`src/rtl/eth_tx_pkg.sv`:
```
// Shared types, constants and CRC helpers for the MII transmit frame sequencer.
package eth_tx_pkg;

  localparam int unsigned PREAMBLE_NIBBLES = 15;
  localparam int unsigned IFG_NIBBLES      = 24;
  localparam int unsigned MIN_BYTES        = 60;
  localparam int unsigned FCS_NIBBLES      = 8;
  localparam int unsigned BYTE_CNT_W       = 11;
  localparam int unsigned CNT_W            =
    $clog2(((PREAMBLE_NIBBLES > IFG_NIBBLES) ? PREAMBLE_NIBBLES : IFG_NIBBLES) + 1);

  localparam logic [3:0]  SFD_NIBBLE = 4'hD;
  localparam logic [3:0]  PRE_NIBBLE = 4'h5;
  localparam logic [31:0] CRC_INIT   = 32'hFFFF_FFFF;
  // IEEE 802.3 CRC-32 generator x^32+x^26+...+1, MSB-first form
  localparam logic [31:0] CRC_POLY   = 32'h04C1_1DB7;

  typedef enum logic [3:0] {
    ST_IDLE,
    ST_PRE,
    ST_SFD,
    ST_DATA_LO,
    ST_DATA_HI,
    ST_PAD,
    ST_FCS,
    ST_ABORT,
    ST_IFG
  } state_t;

  // Shift one wire nibble (bit 0 first) into the MSB-first CRC register.
  function automatic logic [31:0] crc_nibble_step(input logic [31:0] crc,
                                                  input logic [3:0]  nib);
    logic [31:0] c;
    c = crc;
    for (int i = 0; i < 4; i++) begin
      if (c[31] ^ nib[i]) c = {c[30:0], 1'b0} ^ CRC_POLY;
      else                c = {c[30:0], 1'b0};
    end
    return c;
  endfunction

  // Complemented FCS nibble k, highest CRC bit goes out first on txd[0].
  function automatic logic [3:0] fcs_nibble(input logic [31:0] crc,
                                            input logic [2:0]  k);
    logic [31:0] s;
    s = crc << {k, 2'b00};
    return ~{s[28], s[29], s[30], s[31]};
  endfunction

endpackage

```
`src/rtl/mii_fcs_nibble.sv`:
```
// CRC-32 nibble engine: register with sync reset/clear to all ones and enable.
module mii_fcs_nibble
  import eth_tx_pkg::*;
(
  input  logic        clk,
  input  logic        rst,
  input  logic        clr,
  input  logic        en,
  input  logic [3:0]  nib,
  output logic [31:0] crc_next_c
);

  logic [31:0] crc;

  always_comb begin
    crc_next_c = crc;
    if (clr)     crc_next_c = CRC_INIT;
    else if (en) crc_next_c = crc_nibble_step(crc, nib);
  end

  always_ff @(posedge clk) begin
    if (rst) crc <= CRC_INIT;
    else     crc <= crc_next_c;
  end

endmodule

```
`src/rtl/mii_tx_frame_ctrl.sv`:
```
// MII TX frame sequencer: preamble, SFD, payload, optional pad, FCS and IFG.
// Define ETH_TX_PAD_EN to zero-pad short frames to MIN_BYTES before the FCS.
module mii_tx_frame_ctrl
  import eth_tx_pkg::*;
(
  input  logic       clk,
  input  logic       rst,
  input  logic [7:0] s_data,
  input  logic       s_valid,
  input  logic       s_last,
  output logic       s_ready,
  output logic [3:0] txd,
  output logic       tx_en,
  output logic       tx_er,
  output logic       busy,
  output logic       underrun
);

  state_t                state, state_d;
  logic [CNT_W-1:0]      cnt, cnt_d;
  logic [BYTE_CNT_W-1:0] byte_cnt, byte_cnt_d;
  logic [7:0]            byte_q, byte_d;
  logic                  last_q, last_d;

  logic [3:0]  txd_d;
  logic        tx_en_d, tx_er_d, s_ready_d, busy_d, underrun_d;
  logic        crc_clr, crc_en;
  logic [31:0] crc_next;

  // The engine consumes the nibble currently on txd, so FCS nibbles read its next value.
  assign crc_clr = (state == ST_PRE);
  assign crc_en  = (state == ST_DATA_LO) || (state == ST_DATA_HI) || (state == ST_PAD);

  mii_fcs_nibble u_fcs (
    .clk        (clk),
    .rst        (rst),
    .clr        (crc_clr),
    .en         (crc_en),
    .nib        (txd),
    .crc_next_c (crc_next)
  );

  always_comb begin
    state_d    = state;
    cnt_d      = cnt;
    byte_cnt_d = byte_cnt;
    byte_d     = byte_q;
    last_d     = last_q;
    txd_d      = 4'h0;
    tx_en_d    = 1'b0;
    tx_er_d    = 1'b0;
    s_ready_d  = 1'b0;
    underrun_d = 1'b0;

    case (state)
      ST_IDLE: begin
        if (s_valid) begin
          state_d = ST_PRE;
          cnt_d   = '0;
        end
      end
      ST_PRE: begin
        if (cnt == CNT_W'(PREAMBLE_NIBBLES - 1)) state_d = ST_SFD;
        else                                      cnt_d   = cnt + 1'b1;
      end
      ST_SFD: begin
        if (s_valid) begin
          byte_d     = s_data;
          last_d     = s_last;
          byte_cnt_d = BYTE_CNT_W'(1);
          state_d    = ST_DATA_LO;
        end else begin
          state_d = ST_ABORT;
        end
      end
      ST_DATA_LO: state_d = ST_DATA_HI;
      ST_DATA_HI: begin
        if (last_q) begin
          state_d = ST_FCS;
          cnt_d   = '0;
`ifdef ETH_TX_PAD_EN
          if (byte_cnt < BYTE_CNT_W'(MIN_BYTES)) state_d = ST_PAD;
`endif
        end else if (s_valid) begin
          byte_d  = s_data;
          last_d  = s_last;
          state_d = ST_DATA_LO;
          if (byte_cnt != '1) byte_cnt_d = byte_cnt + 1'b1;
        end else begin
          state_d = ST_ABORT;
        end
      end
`ifdef ETH_TX_PAD_EN
      ST_PAD: begin
        // cnt[0] selects the low/high nibble of the current zero byte
        cnt_d = cnt + 1'b1;
        if (cnt[0]) begin
          byte_cnt_d = byte_cnt + 1'b1;
          if (byte_cnt == BYTE_CNT_W'(MIN_BYTES - 1)) begin
            state_d = ST_FCS;
            cnt_d   = '0;
          end
        end
      end
`endif
      ST_FCS: begin
        if (cnt == CNT_W'(FCS_NIBBLES - 1)) begin
          state_d = ST_IFG;
          cnt_d   = '0;
        end else begin
          cnt_d = cnt + 1'b1;
        end
      end
      ST_ABORT: begin
        state_d = ST_IFG;
        cnt_d   = '0;
      end
      ST_IFG: begin
        // Last gap cycle doubles as the IDLE decision so back-to-back spacing is exactly the gap.
        if (cnt == CNT_W'(IFG_NIBBLES - 1)) begin
          cnt_d   = '0;
          state_d = s_valid ? ST_PRE : ST_IDLE;
        end else begin
          cnt_d = cnt + 1'b1;
        end
      end
      default: state_d = ST_IDLE;
    endcase

    // Output decode of the upcoming state, registered alongside it.
    case (state_d)
      ST_PRE: begin
        txd_d   = PRE_NIBBLE;
        tx_en_d = 1'b1;
      end
      ST_SFD: begin
        txd_d     = SFD_NIBBLE;
        tx_en_d   = 1'b1;
        s_ready_d = 1'b1;
      end
      ST_DATA_LO: begin
        txd_d   = byte_d[3:0];
        tx_en_d = 1'b1;
      end
      ST_DATA_HI: begin
        txd_d     = byte_d[7:4];
        tx_en_d   = 1'b1;
        s_ready_d = ~last_d;
      end
      ST_PAD:  tx_en_d = 1'b1;
      ST_FCS: begin
        txd_d   = fcs_nibble(crc_next, cnt_d[2:0]);
        tx_en_d = 1'b1;
      end
      ST_ABORT: begin
        tx_en_d    = 1'b1;
        tx_er_d    = 1'b1;
        underrun_d = 1'b1;
      end
      default: ;
    endcase
    busy_d = (state_d != ST_IDLE);
  end

  always_ff @(posedge clk) begin
    if (rst) begin
      state    <= ST_IDLE;
      cnt      <= '0;
      byte_cnt <= '0;
      byte_q   <= '0;
      last_q   <= 1'b0;
      txd      <= 4'h0;
      tx_en    <= 1'b0;
      tx_er    <= 1'b0;
      s_ready  <= 1'b0;
      busy     <= 1'b0;
      underrun <= 1'b0;
    end else begin
      state    <= state_d;
      cnt      <= cnt_d;
      byte_cnt <= byte_cnt_d;
      byte_q   <= byte_d;
      last_q   <= last_d;
      txd      <= txd_d;
      tx_en    <= tx_en_d;
      tx_er    <= tx_er_d;
      s_ready  <= s_ready_d;
      busy     <= busy_d;
      underrun <= underrun_d;
    end
  end

endmodule

```
`config.mk`:
```
export PLATFORM = sky130hd
export DESIGN_NAME = mii_tx_frame_ctrl
export DESIGN_NICKNAME = d
export VERILOG_FILES = /design/src/rtl/eth_tx_pkg.sv /design/src/rtl/mii_fcs_nibble.sv /design/src/rtl/mii_tx_frame_ctrl.sv
export SDC_FILE = /design/constraint.sdc
export NUM_CORES = 1
export LEC_CHECK = 0
export BUFFER_PORTS_ARGS = -buffer_cell sky130_fd_sc_hd__buf_2
export CAP_MARGIN = 5
export CORE_MARGIN = 2
export CORE_UTILIZATION = 65
export CTS_BUF_LIST = sky130_fd_sc_hd__clkbuf_8
export CTS_CLUSTER_SIZE = 14
export DETAILED_ROUTE_END_ITERATION = 8
export GPL_ROUTABILITY_DRIVEN = 0
export PLACE_DENSITY = 0.84
export SYNTH_ARGS = -nofsm -noshare
export SYNTH_HDL_FRONTEND = slang
export SYNTH_HIERARCHICAL = 1
export SYNTH_SLANG_ARGS = --single-unit
```
`constraint.sdc`:
```
create_clock -name clk -period 4.2 [get_ports clk]
set_input_delay 0.21 -clock clk [delete_from_list [all_inputs] [get_ports clk]]
set_output_delay 0.21 -clock clk [all_outputs]
set_load 0.02 [all_outputs]
```
==> flow_metrics.env, run 1 <==
export IMPL_critPathCapture="txd[0]"
export IMPL_run_status="finished, final reports clean"
export IMPL_worst_hold_path_type="primary input to flop"
export IMPL_drt_wl_total_um=7930
export IMPL_cp_num_cells=8
export IMPL_cts_made_buffers=5
export IMPL_crit_path_start="state[3]"
export IMPL_postRouteAntennaNets=0
export IMPL_wl_per_cell_um=17.3
export IMPL_ctsResizeCount=0
export IMPL_worst_path_max_delay_cell="sky130_fd_sc_hd__a2bb2oi_1"
export IMPL_synth_seq_cells=54
export IMPL_crit_reg_reg_endpoint="txd[0]"
export IMPL_final_seq_area_um2=1080
export IMPL_detail_route_drc_violations=0
export IMPL_fillers=387
export IMPL_critical_path_top_cell_by_count="sky130_fd_sc_hd__a211oi_1"
export IMPL_ys_dominant_reg_cell="sky130_fd_sc_hd__dfxtp_1"
export IMPL_setup_violations=0
export IMPL_reg_to_reg_critical_path_startpoint="state[3]"
export IMPL_final_instance_count_excl_fill=458
export IMPL_chipWidth_um=77.6
export IMPL_final_nets=401
export IMPL_boundaryPins=21
export IMPL_firstDrtPassIters=5
export IMPL_post_cts_hold_buffer_count=0
export IMPL_layout_drive_gt1_share=0.157
export IMPL_power_leakage_nw=1.33
export IMPL_setup_skew_after_layout_ps=7.62
export IMPL_tightest_slew_ps=1140
export IMPL_post_cts_setup_buffer_count=0
export IMPL_layout_worst_path_cycle_share=0.783
export IMPL_syn_inst=383
export IMPL_end_kind="flop"
export IMPL_syn_cell_area_um2=3520
export IMPL_totalNegativeSetupSlack_ps=0
export IMPL_multi_input_gate_area_um2=2260
export IMPL_grt_pass1_wl_um=13200
export IMPL_unrepaired_setup_endpoints_after_global_routing="false"
export IMPL_start_util=0.681
export IMPL_clock_insertion_delay_worst_skew_ps=320
export IMPL_num_rows=26
export IMPL_ys_warn_count=6
export IMPL_syn_mean_instance_area_um2=9.19
export IMPL_post_route_cell_area_um2=3690
export IMPL_grt_max_degree=37
export IMPL_htree_num_levels=2
export IMPL_criticalPathCategory="flop to flop"
export IMPL_cp_slowest_stage_delay_ps=910
export IMPL_initialDrtViolationCount=341
export IMPL_fp_dieArea_um2=6020
export IMPL_die_height_um=77.6
export IMPL_postLayoutCoreUtil=0.713
export IMPL_antenna_diode_count=0
export IMPL_cts_sink_count=54
export IMPL_routed_via_count=2848
export IMPL_start_kind="flop"
export IMPL_slew_limit_headroom=0.238
export IMPL_synth_enable_flop_cells=0
export IMPL_r2r_setup_slack_ps=910
export IMPL_cts_buffer_depth=2
export IMPL_hold_viol_final=0
export IMPL_synth_lib_cells_used_distinct=61
export IMPL_max_freq_ghz=0.304
export IMPL_grt_antenna_before_repair=0
export IMPL_first_global_vias=2627
export IMPL_irDropWorstVdd_mv=0.487
export IMPL_reg2regPathDepth=8
export IMPL_maxSlewViolCount=0
export IMPL_globalRoute_totalOverflow=0
export IMPL_placed_cells_incl_taps=450
export IMPL_design_core_area_um2=5170
export IMPL_synth_net_count=397
export IMPL_async_flop_share=0
export IMPL_global_route_usage_total=0.276
export IMPL_worst_endpoint_required_ps=4380
export IMPL_power_per_cell_area_nw_per_um2=946
export IMPL_post_route_min_period_ps=3290
export IMPL_root_buffer="sky130_fd_sc_hd__clkbuf_8"
export IMPL_data_arrival_at_the_endpoint_of_the_critical_path_ps=3470
export IMPL_worstPathMaxFanout=36
export IMPL_critical_path_top_delay_family="compound AO/OA/AOI/OAI gates"
export IMPL_max_cap_violations=0
export IMPL_tritoncts="yes"
export IMPL_routed_vias_inst=6.22
export IMPL_post_dp_cell_area_um2=3580
export IMPL_clk_pin_slew_ps=100
export IMPL_place_detailed_hpwl_um=5560
export IMPL_path_cells="or4b_4, inv_2, nand2_1, and3_4, a2bb2oi_1, a211oi_1, a211oi_1, o32ai_1"
export IMPL_critical_path_n_buffers_inverters=1
export IMPL_seq_area_frac_synth=0.307
export IMPL_buffer_ports_inserted=20
export IMPL_synthToLayoutAreaGrowth_pct=4.76
==> cells in the mapped netlist (4+ instances only) <==
cell type / n / area share
sky130_fd_sc_hd__mux2i_1: 18 / 0.051
sky130_fd_sc_hd__o21ai_1: 14 / 0.020
sky130_fd_sc_hd__o21ai_0: 4 / 0.0057
sky130_fd_sc_hd__clkbuf_1: 9 / 0.0096
sky130_fd_sc_hd__nor2b_1: 26 / 0.046
sky130_fd_sc_hd__o32ai_1: 4 / 0.0099
sky130_fd_sc_hd__a211o_1: 20 / 0.050
sky130_fd_sc_hd__dfxtp_1: 54 / 0.31
sky130_fd_sc_hd__nand3_1: 4 / 0.0057
sky130_fd_sc_hd__a211oi_2: 5 / 0.018
sky130_fd_sc_hd__xnor2_1: 24 / 0.060
sky130_fd_sc_hd__a211oi_1: 15 / 0.032
sky130_fd_sc_hd__nand2_1: 23 / 0.025
sky130_fd_sc_hd__a21oi_1: 16 / 0.023
sky130_fd_sc_hd__or2_2: 5 / 0.0089
sky130_fd_sc_hd__nor2_1: 35 / 0.037
sky130_fd_sc_hd__a21boi_0: 8 / 0.017
sky130_fd_sc_hd__buf_2: 6 / 0.0085
sky130_fd_sc_hd__inv_1: 7 / 0.0075
sky130_fd_sc_hd__xnor2_4: 4 / 0.031
sky130_fd_sc_hd__nand2b_1: 17 / 0.030
==> layout by cell type, fill, tap and decap left out, types with 3 or more instances in the layout <==
| cell | Yosys | layout |
|---|---|---|
| sky130_fd_sc_hd__buf_2 | 6 | 20 |
| sky130_fd_sc_hd__o21ai_1 | 14 | 14 |
| sky130_fd_sc_hd__and2_1 | 3 | 3 |
| sky130_fd_sc_hd__clkbuf_8 | 2 | 5 |
| sky130_fd_sc_hd__nand4b_1 | 3 | 3 |
| sky130_fd_sc_hd__a211oi_1 | 15 | 15 |
| sky130_fd_sc_hd__o32ai_1 | 4 | 4 |
| sky130_fd_sc_hd__dfxtp_1 | 54 | 54 |
| sky130_fd_sc_hd__xnor2_1 | 24 | 24 |
| sky130_fd_sc_hd__nand2b_1 | 17 | 17 |
| sky130_fd_sc_hd__a211oi_2 | 5 | 5 |
| sky130_fd_sc_hd__a21boi_0 | 8 | 8 |
| sky130_fd_sc_hd__a21oi_1 | 16 | 16 |
| sky130_fd_sc_hd__mux2i_1 | 18 | 18 |
| sky130_fd_sc_hd__xnor3_1 | 3 | 3 |
| sky130_fd_sc_hd__nor2_1 | 35 | 34 |
| sky130_fd_sc_hd__nor3_1 | 3 | 3 |
| sky130_fd_sc_hd__xnor2_4 | 4 | 4 |
| sky130_fd_sc_hd__o21ai_0 | 4 | 4 |
| sky130_fd_sc_hd__nand2_1 | 23 | 23 |
| sky130_fd_sc_hd__a211o_1 | 20 | 20 |
| sky130_fd_sc_hd__nand3_1 | 4 | 4 |
| sky130_fd_sc_hd__xnor2_2 | 3 | 3 |
| sky130_fd_sc_hd__nor2b_1 | 26 | 26 |
| sky130_fd_sc_hd__inv_1 | 7 | 7 |
| sky130_fd_sc_hd__or3_1 | 3 | 3 |
| sky130_fd_sc_hd__or2_2 | 5 | 5 |
==> worst min path at each step <==
stage / startpoint / endpoint / depth (start not counted)
6_report: s_data[4] / byte_q[4] / 3
4_1_cts: s_data[4] / byte_q[4] / 3
3_3_place_gp: byte_q[6] / byte_q[6] / 2
2_1_floorplan: rst / byte_q[7] / 1
3_5_place_dp: byte_q[6] / byte_q[6] / 2
5_1_grt: s_data[4] / byte_q[4] / 3
==> worst min-delay path, stage by stage <==
cell	delay [ps]
sky130_fd_sc_hd__buf_2	100
sky130_fd_sc_hd__nand2_1	50
sky130_fd_sc_hd__a21oi_1	50
==> sequential cells by signal, summed over array words and instances, names as in the netlist <==
| register | flops |
|---|---|
| u_fcs/crc | 32 |
| cnt | 5 |
| byte_q | 4 |
| state | 4 |
| txd | 4 |
| busy | 1 |
| last_q | 1 |
| s_ready | 1 |
| tx_en | 1 |
| underrun | 1 |
==> power by group <==
| group | internal (W) | switching [W] |
|---|---|---|
| Combinational | 0.00104 | 0.00126 |
| Sequential | 0.000668 | 0.000162 |
| Clock | 0.000179 | 0.000183 |
==> cell families (layout without fill, tap and decap cells) <==
kind of cell / Yosys count / in the layout / synth area share
AOI/OAI and AO/OA: 102 / 102 / 0.222
xor gates and xnor gates: 37 / 37 / 0.145
adders and majority gates: 2 / 2 / 0.00711
buffers and inverters: 33 / 38 / 0.0526
DFF: 54 / 54 / 0.307
muxes: 19 / 19 / 0.0544
and+or+nand+nor: 136 / 136 / 0.211
==> area by class of cell <==
| type | count | share of cell area |
|---|---|---|
| Clock inverter | 3 | 0.0119 |
| Timing Repair Buffer | 22 | 0.0312 |
| Clock buffer | 5 | 0.0187 |
| Sequential cell | 54 | 0.293 |
| Tap cell | 70 | 0.0237 |
| Multi-Input combinational cell | 296 | 0.613 |
| Inverter | 8 | 0.00814 |
==> per-stage QoR <==
stage                     hold WS, ps  setup slack [ps]  total power, W
after detailed placement          459              1030         0.00309
after global placement            449              1130         0.00304
after global routing              142               693         0.00374
after CTS                         123               940         0.00347
after floorplan                   282              1470         0.00275
final                             125               913         0.00349
==> metal layers <==
layer	up-vias	GRT usage	share of wire
li1	1364	-	-
met1	1373	0.394	0.47
met2	100	0.428	0.46
met3	11	0.0419	0.052
met4	0	0.0911	0.019
met5	-	0	0
(Power assumes the default switching activity.)
==> run 2, diff against run 1 <==
CORE_UTILIZATION = 57   (was 65)
PLACE_DENSITY = 0.78   (was 0.84)
clock period = 3.01 ns   (was 4.2 ns; I/O delays follow)
==> flow_metrics.env, run 2 (same netlist as run 1, synthesis figures left out) <==
export IMPL_run_status="finished, final reports clean"
export IMPL_postLayoutCoreUtil=0.633
export IMPL_setup_violations=0
export IMPL_totalNegativeSetupSlack_ps=0
export IMPL_post_route_min_period_ps=2760
export IMPL_data_arrival_at_the_endpoint_of_the_critical_path_ps=2960
export IMPL_fillers=505
export IMPL_capture_endpoint_of_the_worst_hold_path="byte_q[4]"
export IMPL_max_cap_violations=0
export IMPL_power_per_cell_area_nw_per_um2=1290
export IMPL_unrepaired_setup_endpoints_after_global_routing="false"
export IMPL_firstDrtPassIters=4
export IMPL_place_detailed_hpwl_um=5790
export IMPL_layout_drive_gt1_share=0.182
export IMPL_worstHoldStart="s_data[4]"
export IMPL_irDropWorstVdd_mv=0.738
export IMPL_clock_insertion_delay_worst_skew_ps=310
export IMPL_routed_via_count=2780
export IMPL_worst_endpoint_required_ps=3210
export IMPL_cts_sink_count=54
export IMPL_crit_reg_reg_endpoint="txd[2]"
export IMPL_drt_wl_total_um=7880
export IMPL_boundaryPins=21
export IMPL_reg2regPathDepth=12
export IMPL_multi_input_gate_area_um2=2260
export IMPL_layout_worst_path_cycle_share=0.916
export IMPL_timing_hold_ws_ps=87.8
export IMPL_start_util=0.591
export IMPL_die_height_um=82.6
export IMPL_max_freq_ghz=0.363
export IMPL_fp_dieArea_um2=6820
export IMPL_routed_vias_inst=5.84
export IMPL_r2r_setup_slack_ps=250
export IMPL_min_path_cells=3
export IMPL_ctsResizeCount=0
export IMPL_wl_per_cell_um=16.6
export IMPL_grt_max_degree=36
export IMPL_htree_num_levels=2
export IMPL_antenna_diode_count=0
export IMPL_cts_made_buffers=5
export IMPL_end_kind="flop"
export IMPL_post_cts_hold_buffer_count=0
export IMPL_maxSlewViolCount=0
export IMPL_globalRoute_totalOverflow=0
export IMPL_hold_viol_final=0
export IMPL_worst_hold_path_type="primary input to flop"
export IMPL_largest_registers="u_fcs/crc: 32 flops, cnt: 5 flops"
export IMPL_worstPathMaxFanout=23
export IMPL_initialDrtViolationCount=155
export IMPL_layout_cells_most_common="sky130_fd_sc_hd__dfxtp_1"
export IMPL_first_global_vias=2657
export IMPL_slew_limit_headroom=0.618
export IMPL_power_leakage_nw=1.39
export IMPL_final_nets=414
export IMPL_criticalPathCategory="flop to flop"
export IMPL_chipWidth_um=82.6
export IMPL_design_core_area_um2=5960
export IMPL_grt_pass1_wl_um=12900
export IMPL_grt_antenna_before_repair=0
export IMPL_tritoncts="yes"
export IMPL_setup_skew_after_layout_ps=8.59
export IMPL_num_rows=28
export IMPL_post_cts_setup_buffer_count=0
export IMPL_postRouteAntennaNets=0
export IMPL_global_route_usage_total=0.248
export IMPL_final_seq_area_um2=1080
export IMPL_synthToLayoutAreaGrowth_pct=7.11
export IMPL_start_kind="flop"
export IMPL_tightest_slew_ps=559
export IMPL_cts_buffer_depth=2
export IMPL_detail_route_drc_violations=0
export IMPL_largest_reg_flops=32
export IMPL_reg_to_reg_critical_path_startpoint="state[2]"
export IMPL_root_buffer="sky130_fd_sc_hd__clkbuf_8"
export IMPL_most_common_layout_cells="54 x sky130_fd_sc_hd__dfxtp_1, 34 x sky130_fd_sc_hd__nor2_1, 26 x sky130_fd_sc_hd__nor2b_1, 24 x sky130_fd_sc_hd__xnor2_1, 23 x sky130_fd_sc_hd__nand2_1"
export IMPL_buffer_ports_inserted=20
export IMPL_largest_register="u_fcs/crc"
export IMPL_clk_pin_slew_ps=100
-- run 2: changes by cell type in the layout (fill, tap and decap cells not counted) --
cell,change
sky130_fd_sc_hd__inv_6,-1
sky130_fd_sc_hd__buf_4,+13
sky130_fd_sc_hd__inv_1,+1
sky130_fd_sc_hd__clkbuf_8,+1
sky130_fd_sc_hd__bufinv_16,-1
-- run 2: how the worst max path moves through the flow --
| stage | start | to | slack [ps] | depth (start not counted) |
|---|---|---|---|---|
| 6_report | state[2] | txd[2] | 250 | 12 |
| 3_3_place_gp | cnt[0] | txd[2] | 350 | 9 |
| 2_1_floorplan | state[2] | txd[0] | 280 | 11 |
| 3_5_place_dp | cnt[0] | txd[2] | 320 | 9 |
| 5_1_grt | state[2] | txd[2] | 30 | 12 |
| 4_1_cts | cnt[0] | txd[2] | 290 | 9 |
-- run 2: report_power, final --
group	internal [W]	total, W	switching (W)
logic	0.00155	0.00334	0.00178
registers	0.000932	0.00111	0.000179
clock network	0.000183	0.000422	0.000239
total	0.00267	0.00487	0.00220
-- run 2: metal layers --
| metal | GRT usage | up-vias | wire (µm) |
|---|---|---|---|
| met5 | 0 | - | 0 |
| met4 | 0.0902 | 0 | 162 |
| met3 | 0.0370 | 15 | 159 |
| met2 | 0.394 | 28 | 3780 |
| met1 | 0.341 | 1340 | 3780 |
| li1 | - | 1397 | - |
-- run 2: cell type report --
cell class,instances,share of cell area
Timing Repair Buffer,35,0.0564
Tap cell,75,0.0249
Multi-Input combinational cell,296,0.600
Inverter,8,0.00796
Clock inverter,2,0.00232
Sequential cell,54,0.287
Clock buffer,6,0.0219
-- run 2: worst max-delay path, cell delays in order (launching register included) --
cell,delay (ps)
sky130_fd_sc_hd__dfxtp_1,650
sky130_fd_sc_hd__nor2b_1,320
sky130_fd_sc_hd__a21oi_1,110
sky130_fd_sc_hd__nor2_4,120
sky130_fd_sc_hd__buf_4,290
sky130_fd_sc_hd__buf_4,230
sky130_fd_sc_hd__nor2b_1,70
sky130_fd_sc_hd__nor2_1,70
sky130_fd_sc_hd__o21ai_1,70
sky130_fd_sc_hd__a21boi_0,150
sky130_fd_sc_hd__a211oi_2,190
sky130_fd_sc_hd__a211oi_1,70
sky130_fd_sc_hd__o32ai_1,300
-- run 2: stage by stage --
step	setup WS, ps	total power, W	area (µm²)	instances
5_1_grt	28.5	0.00522	3770	476
3_3_place_gp	345	0.00437	3680	468
2_1_floorplan	285	0.00383	3520	383
6_report	254	0.00487	3770	476
3_5_place_dp	321	0.00443	3680	468
4_1_cts	291	0.00486	3770	476
==> run 3, diff against run 2 <==
CELL_PAD_IN_SITES_DETAIL_PLACEMENT = 0   (was unset)
CELL_PAD_IN_SITES_GLOBAL_PLACEMENT = 2   (was unset)
CORE_UTILIZATION = 36   (was 57)
PLACE_DENSITY = unset   (was 0.78)
PLACE_DENSITY_LB_ADDON = 0.1   (was unset)
==> flow_metrics.env, run 3 (same netlist as run 1, synthesis figures left out) <==
export IMPL_postRouteAntennaNets=0
export IMPL_first_global_vias=2706
export IMPL_post_route_cell_area_um2=3860
export IMPL_tritoncts="yes"
export IMPL_clock_insertion_delay_worst_skew_ps=320
export IMPL_crit_reg_reg_endpoint="txd[2]"
export IMPL_reg2regPathDepth=9
export IMPL_boundaryPins=21
export IMPL_power_per_cell_area_nw_per_um2=1290
export IMPL_root_buffer="sky130_fd_sc_hd__clkbuf_8"
export IMPL_r2r_setup_slack_ps=310
export IMPL_start_kind="flop"
export IMPL_most_common_layout_cells="54 x sky130_fd_sc_hd__dfxtp_1, 34 x sky130_fd_sc_hd__nor2_1, 26 x sky130_fd_sc_hd__nor2b_1, 24 x sky130_fd_sc_hd__xnor2_1, 23 x sky130_fd_sc_hd__nand2_1"
export IMPL_hold_viol_final=0
export IMPL_final_nets=413
export IMPL_initialDrtViolationCount=97
export IMPL_slew_limit_headroom=0.564
export IMPL_largest_reg_flops=32
export IMPL_htree_num_levels=2
export IMPL_cts_sink_count=54
export IMPL_cts_made_buffers=5
export IMPL_grt_antenna_before_repair=0
export IMPL_maxSlewViolCount=0
export IMPL_drt_wl_total_um=9140
export IMPL_wl_per_cell_um=17.1
export IMPL_layout_drive_gt1_share=0.178
export IMPL_globalRoute_totalOverflow=0
export IMPL_synthToLayoutAreaGrowth_pct=9.74
export IMPL_setup_skew_after_layout_ps=13.0
export IMPL_power_leakage_nw=1.40
export IMPL_post_dp_cell_area_um2=3760
export IMPL_placed_cells_incl_taps=525
export IMPL_start_util=0.365
export IMPL_detail_route_drc_violations=0
export IMPL_routed_vias_inst=5.14
export IMPL_final_instance_count_excl_fill=533
export IMPL_worst_hold_path_type="primary input to flop"
export IMPL_gr_usage_met2=0.295
export IMPL_num_rows=36
export IMPL_die_height_um=103
export IMPL_fp_dieArea_um2=10600
export IMPL_fillers=1023
export IMPL_layout_worst_path_cycle_share=0.898
export IMPL_worstHoldStart="s_data[4]"
export IMPL_setup_violations=0
export IMPL_worstPathMaxFanout=13
export IMPL_grt_busiest_layer="met2"
export IMPL_cts_buffer_depth=2
export IMPL_grt_pass1_wl_um=14800
export IMPL_firstDrtPassIters=4
export IMPL_clk_pin_slew_ps=110
export IMPL_largest_registers="u_fcs/crc: 32 flops, cnt: 5 flops"
export IMPL_grtUsageMet3=0.0224
export IMPL_min_path_cells=3
export IMPL_worst_endpoint_required_ps=3220
export IMPL_totalNegativeSetupSlack_ps=0
export IMPL_end_kind="flop"
export IMPL_grt_max_degree=52
export IMPL_place_detailed_hpwl_um=6630
export IMPL_capture_endpoint_of_the_worst_hold_path="byte_q[4]"
export IMPL_global_route_usage_total=0.184
export IMPL_post_cts_hold_buffer_count=0
export IMPL_post_cts_setup_buffer_count=0
export IMPL_run_status="finished, final reports clean"
export IMPL_max_freq_ghz=0.370
export IMPL_max_cap_violations=0
export IMPL_data_arrival_at_the_endpoint_of_the_critical_path_ps=2910
export IMPL_post_route_min_period_ps=2700
export IMPL_chipWidth_um=103
export IMPL_buffer_ports_inserted=20
export IMPL_antenna_diode_count=0
export IMPL_design_core_area_um2=9640
export IMPL_ctsResizeCount=0
export IMPL_layout_cells_most_common="sky130_fd_sc_hd__dfxtp_1"
export IMPL_routed_via_count=2738
export IMPL_tightest_slew_ps=638
export IMPL_irDropWorstVdd_mv=0.535
export IMPL_criticalPathCategory="flop to flop"
export IMPL_reg_to_reg_critical_path_startpoint="cnt[0]"
export IMPL_unrepaired_setup_endpoints_after_global_routing="false"
export IMPL_largest_register="u_fcs/crc"
export IMPL_grt_met1_usage=0.267
-- run 3: through the flow --
stage	util	total power [W]	setup slack (ps)	hold slack, ps
after floorplan	-	0.00383	285	222
after global placement	0.390	0.00454	421	420
after detailed placement	0.390	0.00452	300	422
after CTS	0.401	0.00504	313	73.0
after global routing	0.401	0.00540	146	70.0
final	0.401	0.00499	307	78.8
-- run 3: report_power, final --
part / internal, W / switching (W)
Clock: 0.000243 / 0.000258
Sequential: 0.000932 / 0.000198
Combinational: 0.00155 / 0.00180
Total: 0.00273 / 0.00226
-- run 3: worst max-delay path, cell delays in order, from the launching register on --
cell	delay, ps
sky130_fd_sc_hd__dfxtp_1	370
sky130_fd_sc_hd__ha_1	270
sky130_fd_sc_hd__and4bb_1	270
sky130_fd_sc_hd__or4_4	500
sky130_fd_sc_hd__and3_4	220
sky130_fd_sc_hd__a2bb2oi_1	140
sky130_fd_sc_hd__buf_4	190
sky130_fd_sc_hd__a211oi_1	250
sky130_fd_sc_hd__a211oi_1	90
sky130_fd_sc_hd__o32ai_1	290
-- run 3: final cells by class --
cell class	count	area, µm²	share of cell area
repair buffers	34	218	0.0563
well taps	133	166	0.0431
clock buffers	5	68.8	0.0178
flip-flops and latches	54	1080	0.280
inverters	8	30.0	0.00777
clock inverters	3	37.5	0.00972
multi-input cells	296	2260	0.585
-- run 3: worst max-delay path by stage --
stage	startpoint	to
final	cnt[0]	txd[2]
after detailed placement	cnt[0]	txd[3]
after global routing	state[2]	txd[2]
after global placement	state[2]	txd[2]
after CTS	cnt[0]	txd[3]
after floorplan	state[2]	txd[0]
-- run 3: metal layers --
layer / routed length [µm] / up-vias
met5: 0 / -
met1: 4790 / 1325
li1: - / 1394
met3: 83 / 5
met4: 55 / 0
met2: 4210 / 14
